## src/rtl/decode_pipe_pkg.sv

```systemverilog
// ============================================================================
// Module      : decode_pipe_pkg
// Description : Field positions, widths and shared types for the decode stage.
// Revision    : 1.0 - initial release
// ============================================================================
`default_nettype none

package decode_pipe_pkg;

   localparam int DATA_W = 32;
   localparam int REG_N  = 32;
   localparam int REG_AW = 5;
   localparam int IDEX_W = 8;

   // Instruction field bit positions
   localparam int OP_HI    = 31;
   localparam int OP_LO    = 26;
   localparam int RS_HI    = 25;
   localparam int RS_LO    = 21;
   localparam int RT_HI    = 20;
   localparam int RT_LO    = 16;
   localparam int RD_HI    = 15;
   localparam int RD_LO    = 11;
   localparam int IMM_HI   = 15;
   localparam int IMM_LO   = 0;
   localparam int JMP_HI   = 25;
   localparam int JMP_LO   = 0;
   localparam int FUNCT_HI = 5;
   localparam int FUNCT_LO = 0;

   // IdEx control bundle bit positions
   localparam int IDEX_WBMEM_HI = 7;
   localparam int IDEX_WBMEM_LO = 4;
   localparam int IDEX_MEMREAD  = 5;
   localparam int IDEX_REGDST   = 3;
   localparam int IDEX_ALUOP_HI = 2;
   localparam int IDEX_ALUOP_LO = 1;
   localparam int IDEX_ALUSRC   = 0;

   typedef struct packed {
      logic [IDEX_W-1:0] ctrl;
      logic [DATA_W-1:0] rd1;
      logic [DATA_W-1:0] rd2;
      logic [DATA_W-1:0] sign;
      logic [REG_AW-1:0] rs;
      logic [REG_AW-1:0] rt;
      logic [REG_AW-1:0] rd;
   } id_ex_t;

endpackage

`default_nettype wire

```

## src/rtl/decode_pipe_id_ex_reg.sv

```systemverilog
// ============================================================================
// Module      : id_ex_reg
// Description : ID/EX pipeline register, loads every cycle.
// Revision    : 1.0 - initial release
// ============================================================================
`default_nettype none

module id_ex_reg
   import decode_pipe_pkg::*;
(
   input  logic   clk,
   input  logic   rst,
   input  id_ex_t i_data,
   output id_ex_t o_data
);

   id_ex_t data_q, data_d;

   always_comb begin
      data_d = i_data;
   end

   always_ff @(posedge clk or posedge rst) begin
      if (rst) begin
         data_q <= '0;
      end else begin
         data_q <= data_d;
      end
   end

   assign o_data = data_q;

endmodule

`default_nettype wire

```

## src/rtl/decode_pipe_if_id_reg.sv

```systemverilog
// ============================================================================
// Module      : if_id_reg
// Description : IF/ID pipeline register holding PC and instruction word.
// Revision    : 1.0 - initial release
// ============================================================================
`default_nettype none

module if_id_reg
   import decode_pipe_pkg::*;
(
   input  logic              clk,
   input  logic              rst,
   input  logic              i_write,
   input  logic              i_flush,
   input  logic [DATA_W-1:0] i_pc,
   input  logic [DATA_W-1:0] i_instr,
   output logic [DATA_W-1:0] o_pc,
   output logic [DATA_W-1:0] o_instr
);

   logic [DATA_W-1:0] pc_q, pc_d;
   logic [DATA_W-1:0] instr_q, instr_d;

   // Flush beats a stall so a squashed slot never survives as a held instruction
   always_comb begin
      pc_d    = pc_q;
      instr_d = instr_q;
      if (i_flush) begin
         pc_d    = '0;
         instr_d = '0;
      end else if (i_write) begin
         pc_d    = i_pc;
         instr_d = i_instr;
      end
   end

   always_ff @(posedge clk or posedge rst) begin
      if (rst) begin
         pc_q    <= '0;
         instr_q <= '0;
      end else begin
         pc_q    <= pc_d;
         instr_q <= instr_d;
      end
   end

   assign o_pc    = pc_q;
   assign o_instr = instr_q;

endmodule

`default_nettype wire

```

## src/rtl/decode_pipe_reg_file.sv

```systemverilog
// ============================================================================
// Module      : reg_file
// Description : 32x32 register file, r0 hard-wired to zero, write-through reads.
// Revision    : 1.0 - initial release
// ============================================================================
`default_nettype none

module reg_file
   import decode_pipe_pkg::*;
(
   input  logic              clk,
   input  logic              rst,
   input  logic              i_we,
   input  logic [REG_AW-1:0] i_waddr,
   input  logic [DATA_W-1:0] i_wdata,
   input  logic [REG_AW-1:0] i_raddr1,
   input  logic [REG_AW-1:0] i_raddr2,
   output logic [DATA_W-1:0] o_rdata1,
   output logic [DATA_W-1:0] o_rdata2
);

   logic [DATA_W-1:0] regs_q [REG_N];
   logic [DATA_W-1:0] regs_d [REG_N];
   logic              w_write_en;

   assign w_write_en = i_we && (i_waddr != '0);

   always_comb begin
      regs_d = regs_q;
      if (w_write_en) begin
         regs_d[i_waddr] = i_wdata;
      end
   end

   always_ff @(posedge clk or posedge rst) begin
      if (rst) begin
         for (int i = 0; i < REG_N; i++) begin
            regs_q[i] <= '0;
         end
      end else begin
         regs_q <= regs_d;
      end
   end

   // The in-flight write is forwarded so WB and ID can share a cycle
   assign o_rdata1 = (i_raddr1 == '0)                      ? '0      :
                     (w_write_en && i_waddr == i_raddr1)   ? i_wdata :
                                                             regs_q[i_raddr1];
   assign o_rdata2 = (i_raddr2 == '0)                      ? '0      :
                     (w_write_en && i_waddr == i_raddr2)   ? i_wdata :
                                                             regs_q[i_raddr2];

endmodule

`default_nettype wire

```

## src/rtl/decode_pipe.sv

```systemverilog
// ============================================================================
// Module      : decode_pipe
// Description : MIPS decode slice: IF/ID register, register file, ID/EX register.
// Revision    : 1.0 - initial release
// ============================================================================
`default_nettype none

module decode_pipe
   import decode_pipe_pkg::*;
(
   input  logic               clock,
   input  logic               reset,
   input  logic               IF_IDwrite,
   input  logic               IF_flush,
   input  logic [DATA_W-1:0]  PCin,
   input  logic [DATA_W-1:0]  instruction,
   input  logic               RegWrite,
   input  logic [REG_AW-1:0]  WriteReg,
   input  logic [DATA_W-1:0]  WriteData,
   input  logic [IDEX_W-1:0]  IdEx,
   input  logic [DATA_W-1:0]  ID_EX_SignIn,
   output logic [DATA_W-1:0]  PCout,
   output logic [25:0]        raJump,
   output logic [3:0]         PC4,
   output logic [5:0]         ControlIn,
   output logic [REG_AW-1:0]  IF_ID_Rs,
   output logic [REG_AW-1:0]  IF_ID_Rt,
   output logic [REG_AW-1:0]  IF_ID_Rd,
   output logic [15:0]        Immi,
   output logic [DATA_W-1:0]  ReadData1,
   output logic [DATA_W-1:0]  ReadData2,
   output logic [3:0]         WB_MEM,
   output logic [1:0]         ALUOp,
   output logic               ID_EX_MemRead,
   output logic               RegDst,
   output logic               ALUSrc,
   output logic [DATA_W-1:0]  ID_EX_ReadOut1,
   output logic [DATA_W-1:0]  ID_EX_ReadOut2,
   output logic [DATA_W-1:0]  ID_EX_SignOut,
   output logic [5:0]         ALUControl,
   output logic [REG_AW-1:0]  ID_EX_Rs,
   output logic [REG_AW-1:0]  ID_EX_Rt,
   output logic [REG_AW-1:0]  ID_EX_Rd
);

   logic [DATA_W-1:0] w_ifid_pc;
   logic [DATA_W-1:0] w_ifid_instr;
   id_ex_t            w_idex_d;
   id_ex_t            w_idex_q;

   if_id_reg u_if_id (
      .clk     (clock),
      .rst     (reset),
      .i_write (IF_IDwrite),
      .i_flush (IF_flush),
      .i_pc    (PCin),
      .i_instr (instruction),
      .o_pc    (w_ifid_pc),
      .o_instr (w_ifid_instr)
   );

   assign PCout     = w_ifid_pc;
   assign PC4       = w_ifid_pc[DATA_W-1:DATA_W-4];
   assign raJump    = w_ifid_instr[JMP_HI:JMP_LO];
   assign ControlIn = w_ifid_instr[OP_HI:OP_LO];
   assign IF_ID_Rs  = w_ifid_instr[RS_HI:RS_LO];
   assign IF_ID_Rt  = w_ifid_instr[RT_HI:RT_LO];
   assign IF_ID_Rd  = w_ifid_instr[RD_HI:RD_LO];
   assign Immi      = w_ifid_instr[IMM_HI:IMM_LO];

   reg_file u_reg_file (
      .clk      (clock),
      .rst      (reset),
      .i_we     (RegWrite),
      .i_waddr  (WriteReg),
      .i_wdata  (WriteData),
      .i_raddr1 (IF_ID_Rs),
      .i_raddr2 (IF_ID_Rt),
      .o_rdata1 (ReadData1),
      .o_rdata2 (ReadData2)
   );

   always_comb begin
      w_idex_d      = '0;
      w_idex_d.ctrl = IdEx;
      w_idex_d.rd1  = ReadData1;
      w_idex_d.rd2  = ReadData2;
      w_idex_d.sign = ID_EX_SignIn;
      w_idex_d.rs   = IF_ID_Rs;
      w_idex_d.rt   = IF_ID_Rt;
      w_idex_d.rd   = IF_ID_Rd;
   end

   id_ex_reg u_id_ex (
      .clk    (clock),
      .rst    (reset),
      .i_data (w_idex_d),
      .o_data (w_idex_q)
   );

   // MemRead overlaps WB_MEM[1]; both views come from the same stored bit
   assign WB_MEM         = w_idex_q.ctrl[IDEX_WBMEM_HI:IDEX_WBMEM_LO];
   assign ID_EX_MemRead  = w_idex_q.ctrl[IDEX_MEMREAD];
   assign RegDst         = w_idex_q.ctrl[IDEX_REGDST];
   assign ALUOp          = w_idex_q.ctrl[IDEX_ALUOP_HI:IDEX_ALUOP_LO];
   assign ALUSrc         = w_idex_q.ctrl[IDEX_ALUSRC];
   assign ID_EX_ReadOut1 = w_idex_q.rd1;
   assign ID_EX_ReadOut2 = w_idex_q.rd2;
   assign ID_EX_SignOut  = w_idex_q.sign;
   assign ALUControl     = w_idex_q.sign[FUNCT_HI:FUNCT_LO];
   assign ID_EX_Rs       = w_idex_q.rs;
   assign ID_EX_Rt       = w_idex_q.rt;
   assign ID_EX_Rd       = w_idex_q.rd;

endmodule

`default_nettype wire

```

## config.mk

```make
export PLATFORM = sky130hd
export DESIGN_NAME = decode_pipe
export DESIGN_NICKNAME = d
export VERILOG_FILES = /design/src/rtl/decode_pipe_pkg.sv /design/src/rtl/decode_pipe_id_ex_reg.sv /design/src/rtl/decode_pipe_if_id_reg.sv /design/src/rtl/decode_pipe_reg_file.sv /design/src/rtl/decode_pipe.sv
export SDC_FILE = /design/constraint.sdc
export NUM_CORES = 2
export LEC_CHECK = 0
export ABC_AREA = 1
export CORE_UTILIZATION = 40
export CTS_BUF_LIST = sky130_fd_sc_hd__clkbuf_2 sky130_fd_sc_hd__clkbuf_4 sky130_fd_sc_hd__clkbuf_8
export DETAILED_ROUTE_END_ITERATION = 16
export SKIP_LAST_GASP = 1
export SLEW_MARGIN = 15
export SYNTH_ARGS = -nofsm -noshare
export SYNTH_HDL_FRONTEND = slang
export SYNTH_SLANG_ARGS = --single-unit
```

## constraint.sdc

```tcl
create_clock -name clock -period 112.8 [get_ports clock]
set_clock_uncertainty 0.15 [all_clocks]
set_input_delay 22.56 -clock clock [delete_from_list [all_inputs] [get_ports clock]]
set_output_delay 22.56 -clock clock [all_outputs]
set_load 0.01 [all_outputs]
```

Word level (Yosys, flattened, before mapping)
Index checks and enable logic that the tools add are counted.

Flip-flop bits (word level): 1207. Input bits: 146. Output and inout port bits: 289.

$lt $le $gt $ge: 4. Eq/ne operators: 2. Multiplexer cells: 17. Bitwise operators: 3. Reductions and logical operators: 8.

Operators with widths (number): bitwise mux 1024 bit (1); two-way mux 32 bit (13); binary-select mux 32 bit (select 5 bit) (2); demux 32 bit (select 5 bit) (1); >= comparator 6 bit (second input constant) (3); inverter 5 -> 6 bit (3); == test 5 bit (2); zero test 5 bit (2); less-than comparator 6 x 1 -> 1 bit (second input constant) (1); nonzero test 5 bit (1); logical AND 1 bit (4); nonzero test 2 bit (1).

Logic depth before layout (Yosys ltp)
Depth after elaboration: 6. Gate-level depth with buffers: 12.

Hierarchy
Synthesis repeated with hierarchy kept, for this count alone.

Cells, all modules: 9010. Area total of the unflattened synthesis: 64599.5 sq um.

Modules (own cells, without submodules): reg_file (times used 1, cells each 8570, area an instance 58716.3 sq um); id_ex_reg (times used 1, cells each 120, area an instance 2981.6 sq um); if_id_reg (times used 1, cells each 278, area an instance 2586.2 sq um); decode_pipe (times used 1, cells each 42, area an instance 315.3 sq um).

Least setup slack after synthesis
OpenSTA, ideal clock, no wires.

Path kind: input-to-output. Start: in WriteReg[2]. End: out ReadData1[10]. Arrival: 23.826 ns. Required time: 90.090 ns. Slack: 66.264 ns. Stages: 8. Path buffers: 2. Cells stage by stage: buf_4 -> inv_2 -> nand2_1 -> nand4_1 -> nor3_4 -> nand2_1 -> buf_2 -> a21oi_1.

Longest elaborated chain between the ends: 5. Elaborated cells on any way between the ends: 6. Those cells by class: 1 x eq/ne; 2 x mux; 3 x reduce/logical.

RTL lines: start, declared (line decode_pipe.sv:18) `input logic [REG_AW-1:0] WriteReg,`; nonzero test 5 bit (line decode_pipe_reg_file.sv:26) `assign w_write_en = i_we && (i_waddr != '0);`; logical AND 1 bit (line decode_pipe_reg_file.sv:26); logical AND 1 bit * (line decode_pipe_reg_file.sv:47) `(w_write_en && i_waddr == i_raddr1) ? i_wdata :`; two-way mux 32 bit * (line decode_pipe_reg_file.sv:47); two-way mux 32 bit * (line decode_pipe_reg_file.sv:46) `assign o_rdata1 = (i_raddr1 == '0) ? '0 :`; end, declared (line decode_pipe.sv:30) `output logic [DATA_W-1:0] ReadData1,`.

Every way passes the cells marked *; elsewhere a longest branch is shown, timed or not.

Worst setup path in the final report
Start: in WriteReg[4]. End: out ReadData1[26].

Same word-level chain as after synthesis.

==> impl_summary.txt <==
----------------------------------------------------
[Worst hold path]
  Min-delay src ... u_reg_file.regs_q[1009]$_DFFE_PP0P_
  Min-Delay Path Class ... flip-flop to flip-flop
  End point of the most critical hold path ... u_reg_file.regs_q[1009]$_DFFE_PP0P_
  Number of cells on the worst hold path ... 0

[Critical path]
  Chain of cells forming the critical path ... clkdlybuf4s50_1 -> nor3_4 -> nand2_1 -> nand2_1 -> inv_2 -> buf_4 -> nand2_4 -> buf_4 -> a21oi_1 -> clkdlybuf4s50_1
  Slowest cell on crit path ... a21oi_1
  Cell count of the worst reg-to-reg path ... 12
  Buffers & Inverters on Critical Path ... 5
  Worst endpoint data arrival time ... 26.95 ns
  Setup slack of the worst register-to-register path ... 107.67 ns
  R2R Path Start ... u_if_id.o_instr[16]$_DFFE_PP0P_
  Delay of the slowest critical-path stage ... 0.84 ns
  Worst path required time ... 90.09 ns
  Maximum net fanout on the critical path ... 24
  Top delay family on crit path ... buffers and inverters
  Nature of the critical path endpoint ... output port
  Endpoint of the worst-slack reg-to-reg timing path ... u_id_ex.o_data[54]$_DFF_PP0_
  Kind of start point of the critical path ... primary input
  Worst Path Class, Setup ... primary input to output port

[GRT]
  Antenna violations before repair ... 19
  Global-route wire length before repair ... 389000 um
  Vias in the first global route ... 60500
  Total gr overflow ... 0
  Total GRT Usage ... 31.5%
  Maximum number of pins on one net before global-route repair ... 189

[Cells and area]
  Share of final-layout standard cells stronger than drive strength 1 ... 6.44%
  Final standard cell count with taps included and fillers excluded ... 11600
  Area added between synthesis and finish ... 14.8%
  Core utilization of the finished layout ... 46.4%
  Most common cell after layout, fill and taps aside ... nand2_1
  Most used cells in the layout excluding fill and tap cells ... nand2_1, nand3_1, dfrtp_1
  # nets final ... 9376

[Routing]
  Wire length reported by the detailed router ... 261000 um
  Number of antenna-violating nets in the routed design ... 0
  Via density per instance ... 5.54
  DRC errors left ... 0
  Number of detailed-route iterations in the first pass ... 8
  Total number of vias ... 64100
  Routed wire per std cell ... 22.6 um
  Number of violations reported at the end of detailed-routing iteration 0 ... 8260

[Placed design]
  DP Cell Count ... 11200
  HPWL Detailed ... 140000 um
  IO buf count ... 434
  Routability cong. ... 0.840

[Floorplanning]
  Chip Height ... 405 um
  Area of the core ... 161000 sq um
  Area of the die ... 164000 sq um
  Effective utilization at floorplan ... 40.4%
  Row count ... 147
  Horizontal die dimension ... 405 um
  # IOs ... 435

[Timing]
  Ratio of final minimum period to clock period ... 44.0%
  Number of endpoints failing setup at the final stage ... 0
  Hold Fails Final Rpt ... 0
  Max-slew violation total from the final report ... 0
  Slew margin rel. ... 15.6%
  Setup TNS ... 0 ns
  Tmin final ... 49.66 ns
  Worst-margin pin slew ... 1.27 ns
  RSZ-0062 raised after global routing ... no
  Maximum frequency from static timing analysis ... 20.1 MHz

[Pwr]
  Maximum vdd drop ... 11.2 uV
  Cell Pwr Density ... 17.2 nW/um^2
  Total leakage power ... 34.9 nW

[Synthesis]
  Portion of the post-synthesis area used by sequential elements ... 46.5%
  Net Count, Synth ... 9385
  Average cell area after synthesis ... 7.04 sq um
  Leading post-synthesis cells by cell area ... dfrtp_1, nand2_1, nand3_1, o21ai_0, inv_1
  Share of the synthesized area in compound gates (AO/OA/AOI/OAI) ... 12.2%
  Fraction of synthesized area in multiplexers ... 0%
  Yosys synthesis warning count ... 0
  Largest family of logic cells by synthesized area ... simple AND/OR/NAND/NOR gates
  Synthesized-area fraction occupied by xor and xnor cells ... 0.0943%
  Post-Syn Instances ... 9239
  Largest area contributor in the synthesized netlist ... dfrtp_1
  Adder-cell share of the synthesized area ... 0%
  Number of flip-flops and latches in the synthesized netlist ... 1207
  Fraction of the mapped netlist area in simple logic gates ... 31.2%
  Cell area after technology mapping ... 65000 sq um
  Fraction of post-synthesis cell area in the top cell type by area ... 46.5%
  Number of different library cells in the post-synthesis netlist ... 28

[Clock network]
  Number of CTS-inserted buffers ... 218
  TritonCTS sink count ... 1207
  CTS max path bufs ... 3
  Post-cts hold buffer count ... 0
  Clock tree from TritonCTS ... yes
  Register clock-pin slew on the reported worst setup and hold paths ... 0.06 ns
  CTS HTree Levels ... 4
  Count of buffers added by post-CTS timing repair for setup ... 0
  Number of instances resized during post-cts repair ... 0
  Source-to-sink clock delay at the later pin of the worst-skew pair ... 0.95 ns
  CTS root buffer ... clkbuf_8

[Outcome]
  Run status ... completed

[Job]
  Number of max-cap violations ... 0

----------------------------------------------------
-- final cells by class --
| type | count | area [sq um] |
|---|---|---|
| Antenna cell | 2 | 5.00 |
| Inverter | 772 | 2940 |
| Tap cell | 2160 | 2700 |
| Fill cell | 16200 | 86300 |
| Multi-Input combinational cell | 6471 | 28500 |
| Sequential cell | 1207 | 30200 |
| Clock buffer | 352 | 4370 |
| Timing Repair Buffer | 560 | 5390 |
| Clock inverter | 43 | 462 |
-- layer usage --
layer / wire length, um / global-route usage (%) / part of all wire (%)
met1: 110000 / 44.0 / 42
met5: 77 / 0 / 0.029
met3: 29900 / 7.21 / 11
met4: 9660 / 11.8 / 3.7
met2: 112000 / 47.3 / 43
-- registers in the layout, indices dropped and copies added, names as in the netlist --
| name | flops |
|---|---|
| u_id_ex.o_data | 119 |
| u_reg_file.regs_q | 1024 |
| u_if_id.o_pc | 32 |
| u_if_id.o_instr | 32 |
-- per-stage QoR --
| stage | total power (W) | setup slack [ns] | instance area (sq um) | hold slack [ns] |
|---|---|---|---|---|
| floorplan | 0.000735 | 56.09 | 65000 | 0.279 |
| global placement | 0.000817 | 63.29 | 69800 | 0.215 |
| detailed placement | 0.000824 | 63.33 | 69800 | 0.216 |
| CTS | 0.00129 | 63.33 | 74600 | 0.228 |
| global route | 0.00135 | 63.11 | 74600 | 0.235 |
| finish | 0.00128 | 63.14 | 74600 | 0.226 |
-- how the worst max path moves through the flow --
| stage | startpoint | to | depth (start not counted) |
|---|---|---|---|
| global placement | WriteReg[4] | ReadData1[26] | 10 |
| floorplan | reset | u_id_ex.o_data[0]$_DFF_PP0_ | 1 |
| global route | WriteReg[4] | ReadData1[26] | 10 |
| CTS | WriteReg[4] | ReadData1[26] | 10 |
| detailed placement | WriteReg[4] | ReadData1[26] | 10 |
| finish | WriteReg[4] | ReadData1[26] | 10 |
-- cells by family after synthesis --
logic type	after synthesis
buffers and inverters	1561
and+or+nand+nor	4930
xor gates and xnor gates	7
AOI/OAI and AO/OA	1534
DFF	1207
-- synthesized netlist by cell type, drive strengths merged --
cell	instances
nand2	3250
o21ai	1252
nand3	1247
dfrtp	1207
inv	769
buf	435
nor2	421
clkbuf	354
a21oi	169
o211ai	113
nor3	9
xnor2	5
clkinv	3
xor2	2
nand4	1
nor4	1
or2	1
-- worst register-to-register path, cell delays in order (launching register included) --
cell and delay (ns):
dfrtp_4 0.63, buf_4 0.60, buf_4 0.70, buf_4 0.90, buf_4 0.94, nor2_1 0.11
nor2_1 0.12, nand2_1 0.06, nand3_1 0.08, nand3_1 0.09, nand2_1 0.08, nand2_1 0.06
a21oi_1 0.44
-- power breakdown --
| part | internal [W] | switching (W) |
|---|---|---|
| Clock | 0.000259 | 0.000200 |
| Combinational | 0.0000971 | 0.000173 |
| Sequential | 0.000507 | 0.0000460 |
Note: power is estimated with default switching activity, not from simulation.
